<file path="src/rtl/nvram_ioctl_bridge.sv">
// nvram_ioctl_bridge
//   Bridges the HPS ioctl download/upload channel to a byte-wide NVRAM so the
//   NVRAM image can be loaded and saved. Downloads become single-cycle NVRAM
//   writes. Each new upload address becomes one NVRAM read, and the HPS is
//   stalled with ioctl_wait for RD_LAT+2 cycles per byte. Addresses at or
//   beyond 2^AW are ignored on download and read back as 8'hFF on upload.
//
//   Parameters: NV_INDEX (ioctl_index for NVRAM), AW (NVRAM address width),
//               RD_LAT (1..7, cycles from nv_rd to valid nv_rdata).
//   Ports:
//     clk_sys, reset_n                   clock, async active-low reset
//     ioctl_download/upload/wr/index/addr/dout   HPS transfer inputs
//     ioctl_din, ioctl_wait              upload data and stall to the HPS
//     nv_addr, nv_wdata, nv_we, nv_rd    NVRAM port
//     nv_rdata                           NVRAM read data
//     cpu_nv_we                          core CPU wrote NVRAM
//     core_hold                          hold core in reset during transfer
//     dirty                              NVRAM changed since last save/load
//
//   Optional macro NVRAM_DIRTY_TRACK_EN enables dirty tracking; without it,
//   dirty is tied low and cpu_nv_we is ignored.
module nvram_ioctl_bridge #(
  parameter int NV_INDEX = 4,
  parameter int AW       = 10,
  parameter int RD_LAT   = 2
) (
  input  logic          clk_sys,
  input  logic          reset_n,
  input  logic          ioctl_download,
  input  logic          ioctl_upload,
  input  logic          ioctl_wr,
  input  logic [7:0]    ioctl_index,
  input  logic [24:0]   ioctl_addr,
  input  logic [7:0]    ioctl_dout,
  output logic [7:0]    ioctl_din,
  output logic          ioctl_wait,
  output logic [AW-1:0] nv_addr,
  output logic [7:0]    nv_wdata,
  output logic          nv_we,
  output logic          nv_rd,
  input  logic [7:0]    nv_rdata,
  input  logic          cpu_nv_we,
  output logic          core_hold,
  output logic          dirty
);

  typedef enum logic [2:0] {IDLE, WRITE, RD_REQ, RD_WAIT, RD_HOLD} state_t;

  state_t      state_q, state_d;
  logic        sel, xfer, in_range, wr_start, rd_start;
  logic [2:0]  cnt;
  logic        rd_oor;
  logic        prev_vld;
  logic [24:0] prev_addr;
  // Low until the first edge after reset release so that edge cannot
  // start a transfer or move any output away from its reset value.
  logic        rst_done;

  assign sel      = (ioctl_index == 8'(NV_INDEX));
  assign xfer     = (ioctl_download | ioctl_upload) & sel;
  assign in_range = (ioctl_addr[24:AW] == '0);
  assign wr_start = rst_done & ioctl_download & sel & ioctl_wr & in_range;
  // Download has priority; a read starts only for a new address so the
  // HPS holding one address across the stall does not trigger re-reads.
  assign rd_start = rst_done & ioctl_upload & sel & ~ioctl_download &
                    (~prev_vld | (ioctl_addr != prev_addr));

  always_ff @(posedge clk_sys or negedge reset_n) begin
    if (!reset_n) state_q <= IDLE;
    else          state_q <= state_d;
  end

  // ioctl_wait rises combinationally in the cycle the read is accepted,
  // which together with RD_REQ and RD_LAT RD_WAIT cycles gives RD_LAT+2.
  always_comb begin
    state_d    = state_q;
    ioctl_wait = 1'b0;
    nv_we      = 1'b0;
    nv_rd      = 1'b0;
    case (state_q)
      IDLE: begin
        if (wr_start) state_d = WRITE;
        else if (rd_start) begin
          state_d    = RD_REQ;
          ioctl_wait = 1'b1;
        end
      end
      WRITE: begin
        nv_we   = 1'b1;
        state_d = IDLE;
      end
      RD_REQ: begin
        nv_rd      = ~rd_oor;
        ioctl_wait = 1'b1;
        state_d    = RD_WAIT;
      end
      RD_WAIT: begin
        ioctl_wait = 1'b1;
        if (cnt == 3'd0) state_d = RD_HOLD;
      end
      RD_HOLD: state_d = IDLE;
      default: state_d = IDLE;
    endcase
  end

  always_ff @(posedge clk_sys or negedge reset_n) begin
    if (!reset_n) begin
      rst_done  <= 1'b0;
      core_hold <= 1'b0;
      nv_addr   <= '0;
      nv_wdata  <= 8'h00;
      ioctl_din <= 8'h00;
      cnt       <= 3'd0;
      rd_oor    <= 1'b0;
      prev_vld  <= 1'b0;
      prev_addr <= '0;
    end else begin
      rst_done  <= 1'b1;
      core_hold <= xfer & rst_done;
      if (!(ioctl_upload & sel)) prev_vld <= 1'b0;
      if (state_q == IDLE) begin
        if (wr_start) begin
          nv_addr  <= ioctl_addr[AW-1:0];
          nv_wdata <= ioctl_dout;
        end else if (rd_start) begin
          nv_addr   <= ioctl_addr[AW-1:0];
          rd_oor    <= ~in_range;
          prev_addr <= ioctl_addr;
          prev_vld  <= 1'b1;
        end
      end
      if (state_q == RD_REQ) cnt <= 3'(RD_LAT - 1);
      if (state_q == RD_WAIT) begin
        if (cnt != 3'd0) cnt <= cnt - 3'd1;
        else             ioctl_din <= rd_oor ? 8'hFF : nv_rdata;
      end
    end
  end

`ifdef NVRAM_DIRTY_TRACK_EN
  // Falling edge of an NVRAM transfer means the image was just saved or
  // loaded; that clear beats a same-cycle CPU write.
  always_ff @(posedge clk_sys or negedge reset_n) begin
    if (!reset_n)                             dirty <= 1'b0;
    else if (core_hold & ~xfer)               dirty <= 1'b0;
    else if (cpu_nv_we & ~core_hold & rst_done) dirty <= 1'b1;
  end
`else
  logic unused_cpu_nv_we;
  assign unused_cpu_nv_we = cpu_nv_we;
  assign dirty            = 1'b0;
`endif

endmodule
</file>
<file path="config.mk">
export PLATFORM = sky130hd
export DESIGN_NAME = nvram_ioctl_bridge
export DESIGN_NICKNAME = d
export VERILOG_FILES = /design/src/rtl/nvram_ioctl_bridge.sv
export SDC_FILE = /design/constraint.sdc
export NUM_CORES = 1
export LEC_CHECK = 0
export ABC_CLOCK_PERIOD_IN_PS = 8300
export CAP_MARGIN = 5
export CELL_PAD_IN_SITES_DETAIL_PLACEMENT = 0
export CELL_PAD_IN_SITES_GLOBAL_PLACEMENT = 1
export CORE_MARGIN = 2
export CORE_UTILIZATION = 39
export CTS_BUF_LIST = sky130_fd_sc_hd__clkbuf_8 sky130_fd_sc_hd__clkbuf_16
export DETAILED_ROUTE_END_ITERATION = 8
export MAX_ROUTING_LAYER = met4
export PLACE_DENSITY = 0.93
export SYNTH_ARGS = -nofsm -noshare
export SYNTH_HDL_FRONTEND = slang
export SYNTH_SLANG_ARGS = --single-unit
</file>
<file path="constraint.sdc">
create_clock -name clk_sys -period 8.3 [get_ports clk_sys]
set_input_delay 2.49 -clock clk_sys [delete_from_list [all_inputs] [get_ports clk_sys]]
set_output_delay 2.49 -clock clk_sys [all_outputs]
set_load 0.01 [all_outputs]
</file>
; ---- Yosys cells after proc, flatten, opt, wreduce, memory -nomap -nowiden
; Cells that the tools add are included.
[op_classes]
add_sub_neg = 1
eq_ne = 7
n_mux = 19
bitwise = 19
n_reduce_logical = 11
[op_table]
columns = operator, n
row1 = inequality test 25 bit, 1
row2 = two-way mux 10 bit, 2
row3 = two-way mux 3 bit, 6
row4 = logical NOT 15 bit, 1
row5 = bitwise AND 1 bit, 11
row6 = case mux 3 bit (3 select lines), 1
row7 = "equality test 8 x 3 -> 1 bit, second input constant", 1
row8 = two-way mux 1 bit, 8
row9 = two-way mux 8 bit, 1
row10 = AND reduction 2 bit, 4
row11 = "equality test 3 x 2 -> 1 bit, second input constant", 2
row12 = logical NOT 3 bit, 2
row13 = NOT 1 bit, 6
row14 = "equality test 3 x 1 -> 1 bit, second input constant", 1
row15 = "inequality test 3 bit, second input constant", 1
row16 = AND reduction 3 bit, 1
row17 = nonzero test 3 bit, 1
row18 = "subtractor 3 x 1 -> 3 bit, second input constant", 1
row19 = "inequality test 2 bit, second input constant", 1
row20 = OR 1 bit, 2
row21 = case mux 1 bit (2 select lines), 1
row22 = nonzero test 2 bit, 1
row23 = OR reduction 2 bit, 1
[totals]
ff_bits = 61
in_bits = 55
out_inout_bits = 31
wordCells = 67

; ---- Depth between registers and ports, before layout
[logic_depth]
ltp_word = 7
mapped_depth = 8
depth_no_buf = 7

; ---- Worst setup path before layout
; OpenSTA, ideal clock, no wires.
[synth_timing]
path_kind = input to output
start = input port ioctl_index[7]
end = output port ioctl_wait
arrival_time_ps = 3822
t_required_ps = 5810
setup_slack_ps = 1988
stages = 7
n_path_buf = 2
cell_sequence = nor4_2 -> nand3_1 -> or2_1 -> a211o_1 -> buf_6 -> buf_2 -> nand2_1
[synth_between]
elab_chain_cells = 7
elab_cells_between_ends = 10
classes_between = 1 x eq/ne / 3 x mux / 6 x bitwise
[synth_lines]
columns = item, line
row1 = "start, declared", 32  ; input logic [7:0] ioctl_index,
row2 = equality test 8 x 3 -> 1 bit *, 59  ; assign sel = (ioctl_index == 8'(NV_INDEX));
row3 = bitwise AND 1 bit (3 in series), 65  ; assign rd_start = rst_done & ioctl_upload & sel & ~ioctl_download &
row4 = two-way mux 1 bit, 83  ; else if (rd_start) begin
row5 = two-way mux 1 bit *, 82  ; if (wr_start) state_d = WRITE;
row6 = case mux 1 bit (2 select lines) *, 80  ; case (state_q)
row7 = "end, declared", 36  ; output logic ioctl_wait,
; Mark *: on every way between the ends. The rest lies on a longest branch, timed or not.

; ---- Worst setup path in the final report
[layout_timing]
start = input port ioctl_addr[16]
end = output port ioctl_wait
[layout_between]
elab_chain_cells = 6
elab_cells_between_ends = 8
classes_between = 1 x eq/ne / 3 x mux / 3 x bitwise / 1 x reduce/logical
[layout_lines]
columns = item, line
row1 = "start, declared", 33  ; input logic [24:0] ioctl_addr,
row2 = inequality test 25 bit, 66  ; (~prev_vld | (ioctl_addr != prev_addr));
row3 = OR 1 bit, 66
row4 = bitwise AND 1 bit, 65
row5 = two-way mux 1 bit, 83
row6 = two-way mux 1 bit *, 82
row7 = case mux 1 bit (2 select lines) *, 80
; Marked as above.

==> flow_metrics.env <==
export IMPL_status="finished, final reports clean"
export IMPL_critPathCaptureType="output port"
export IMPL_r2r_start="state_q[0]"
export IMPL_drt_iter0_markers=169
export IMPL_grt_max_degree=62
export IMPL_power_leakage_nw=1.863
export IMPL_area_growth_syn_to_layout_pct=35.08
export IMPL_reg2reg_slack_ps=5780
export IMPL_num_vias=2337
export IMPL_layout_nets=413
export IMPL_layout_common_cells="clkdlybuf4s50_1 (82), dfrtp_1 (61), nand2_1 (38)"
export IMPL_post_drt_via_cell_ratio=5.048
export IMPL_die_width_um=91.91
export IMPL_cts_resized=0
export IMPL_whs_path_depth=2
export IMPL_yosysTopAreaCellShare_pct=50.64
export IMPL_comb_power_share_pct=12.7
export IMPL_place_hpwl_um=4845
export IMPL_drv_slew=0
export IMPL_dieArea_um2=8447
export IMPL_pwr_share_seq_pct=47.8
export IMPL_cp_slowest_stage_delay_ps=500
export IMPL_setup_viol=0
export IMPL_reg2reg_depth=4
export IMPL_critPathTopFamily="buffers and inverters"
export IMPL_worstPathCellList="clkdlybuf4s50_1 > xor2_1 > nor4_1 > and4_1 > a211o_1 > nand2_1 > clkdlybuf4s50_1"
export IMPL_ys_async_sr_fraction_pct=100.0
export IMPL_clock_skew_ps=6.964
export IMPL_path_buf_inv=2
export IMPL_sw_frac_of_total_pct=23.92
export IMPL_post_route_period_util_pct=85.80
export IMPL_max_freq_mhz=140.4
export IMPL_critPathLaunch="ioctl_addr[16]"
export IMPL_core_area_um2=7607
export IMPL_finalInstanceArea_um2=4071
export IMPL_clockBufferDepth=2
export IMPL_worstMarginPinSlew_ps=1041
export IMPL_r2r_end="nv_addr[0]"
export IMPL_grt_ovfl_total=0
export IMPL_cts_sinks=61
export IMPL_synthCells=273
export IMPL_critPathMaxFanout=3
export IMPL_synthFlopType="dfrtp_1"
export IMPL_grt_pass1_wl_um=11560
export IMPL_path_class="in2out"
export IMPL_netSwitchingPower_mw=0.1557
export IMPL_cellPowerDensity_nw_per_um2=160.0
export IMPL_gp_congestion=0.7375
export IMPL_antenna_found_initial=0
export IMPL_seq_area_frac_synth_pct=50.64
export IMPL_synth_area_leaders="dfrtp_1 (51%), xor2_1 (7.3%), o211ai_1 (5.0%), nand2_1 (4.7%), mux2_4 (4.0%)"
export IMPL_drtPass1Iterations=4
export IMPL_postCtsHoldBufs=0
export IMPL_min_to="nv_wdata[6]"
export IMPL_io_pins=86
export IMPL_place_area_um2=3879
export IMPL_drc=0
export IMPL_post_route_util_pct=53.52
export IMPL_slowest_stage="clkdlybuf4s50_1"
export IMPL_post_drt_wl_per_cell_um=14.76
export IMPL_critPathRequiredTime_ps=5810
export IMPL_fin_crit_ps=7121
export IMPL_slew_headroom_pct=30.33
export IMPL_finalHoldViolCount=0
export IMPL_layout_commonest_cell="clkdlybuf4s50_1"
export IMPL_syn_area_per_cell_um2=11.04
export IMPL_clkPwrFrac_pct=39.5
export IMPL_cts_tree="yes"
export IMPL_crit_arrival_ps=4630
export IMPL_syn_num_nets=330
export IMPL_cpMostUsedCell="clkdlybuf4s50_1"
export IMPL_drv_cap=0
export IMPL_rsz0062_at_grt="no"
export IMPL_rows=32
export IMPL_clockRootBuffer="clkbuf_8"
export IMPL_initial_core_util_pct=39.62
export IMPL_ys_seq_elements=61
export IMPL_grt_use_total_pct=17.92
export IMPL_drive_gt1_share_pct=13.57
export IMPL_diodes=0
export IMPL_portBuffers=83
export IMPL_clkTransAtPathRegs_ps=70
export IMPL_tns_ps=0
export IMPL_vdd_drop_max_mv=0.09056
export IMPL_cp_start_kind="input port"
export IMPL_yosysWarningCount=0
export IMPL_postRouteAntennaNets=0
export IMPL_fp_dieH_um=91.91
export IMPL_clkLatencyLatePin_ps=330
export IMPL_min_from="nv_wdata[6]"
export IMPL_min_path_type="reg2reg"
export IMPL_h_tree_depth=3
export IMPL_fill_cells=684
export IMPL_post_cts_buffers=0
export IMPL_syn_cell_area_um2=3014
export IMPL_cts_buffers=9
export IMPL_synth_distinct_cells=41
export IMPL_intPower_mw=0.4955
export IMPL_wirelength_um=6836
export IMPL_grt_pass1_vias=2403
export IMPL_synth_top_area_cell="dfrtp_1"
export IMPL_synth_edff_count=0
## power by group through the flow
stage                     logic, mW  clock network, mW  registers (mW)
after floorplan              0.0318                  0           0.317
after global placement       0.0814                  0           0.316
after detailed placement     0.0831                  0           0.317
after CTS                    0.0836              0.263           0.311
after global routing         0.0909              0.275           0.312
final                        0.0825              0.258           0.311
## Yosys cell counts, types with 2 or more instances
| cell | count |
|---|---|
| nor2_1 | 20 |
| nand2_1 | 38 |
| mux2_2 | 9 |
| nand2b_1 | 3 |
| nand4_1 | 2 |
| a22oi_1 | 11 |
| ha_1 | 2 |
| conb_1 | 2 |
| a21oi_1 | 12 |
| nand3_1 | 3 |
| nor4_1 | 9 |
| buf_2 | 2 |
| mux2_4 | 8 |
| a21bo_2 | 10 |
| inv_1 | 3 |
| dfrtp_1 | 61 |
| nor3_1 | 4 |
| a211o_1 | 2 |
| xor2_1 | 25 |
| clkbuf_1 | 3 |
| buf_6 | 5 |
| o211ai_1 | 20 |
## per-stage QoR
step	std cells	worst slack [ps]	hold slack (ps)	total power, mW
CTS	463	1173	470.6	0.6577
global placement	447	1193	449.6	0.3978
floorplan	273	1988	447.2	0.3492
detailed placement	447	1177	456.1	0.3999
finish	463	1179	466.8	0.6512
global route	463	1055	504.2	0.6780
## final cells by class
type / instances / area [um^2] / area share (%)
multi-input combinational: 196 / 1373 / 33.71
clock buffer: 10 / 137.6 / 3.380
timing repair buffer: 85 / 840.8 / 20.65
inverter: 3 / 11.26 / 0.2766
tap: 102 / 127.6 / 3.135
clock inverter: 6 / 55.05 / 1.352
sequential: 61 / 1526 / 37.49
## kinds of logic (layout without fill, tap and decap cells)
group | after synthesis | in the layout | synth area share, %
muxes | 17 | 17 | 7.348
xor gates and xnor gates | 25 | 25 | 7.264
AOI/OAI and AO/OA | 59 | 59 | 14.61
buffers and inverters | 16 | 104 | 3.819
DFF | 61 | 61 | 50.64
adders and majority gates | 2 | 2 | 0.8301
other | 2 | 2 | 0.2492
and+or+nand+nor | 91 | 91 | 15.23
## tightest hold or removal path, cell delays in order, from the launching register on
cell,delay [ps]
dfrtp_1,340
nand2_1,50
nand2_1,40
## worst max-delay path by stage
| stage | to | slack (ps) | cells after the start |
|---|---|---|---|
| global route | ioctl_wait | 1050 | 7 |
| finish | ioctl_wait | 1180 | 7 |
| global placement | ioctl_wait | 1190 | 7 |
| CTS | ioctl_wait | 1170 | 7 |
| floorplan | ioctl_wait | 1990 | 7 |
| detailed placement | ioctl_wait | 1180 | 7 |
## layer usage
metal  GRT usage (%)  part of all wire (%)  vias up  routed length (um)
li1                -                     -     1134                   -
met1           22.92                    45     1134                3091
met2           27.63                    49       56                3323
met3           3.040                   3.7       13                 252
met4           9.080                   2.5        0                 168
met5               -                     0        -                   0
## flip-flops by register name, indices dropped and copies added, names as in the netlist
| name | count |
|---|---|
| nv_addr | 10 |
| prev_vld | 1 |
| state_q | 3 |
| nv_wdata | 8 |
| prev_addr | 25 |
| rd_oor | 1 |
| ioctl_din | 8 |
| rst_done | 1 |
| core_hold | 1 |
| cnt | 3 |
Power figures use the tool's default switching activity.
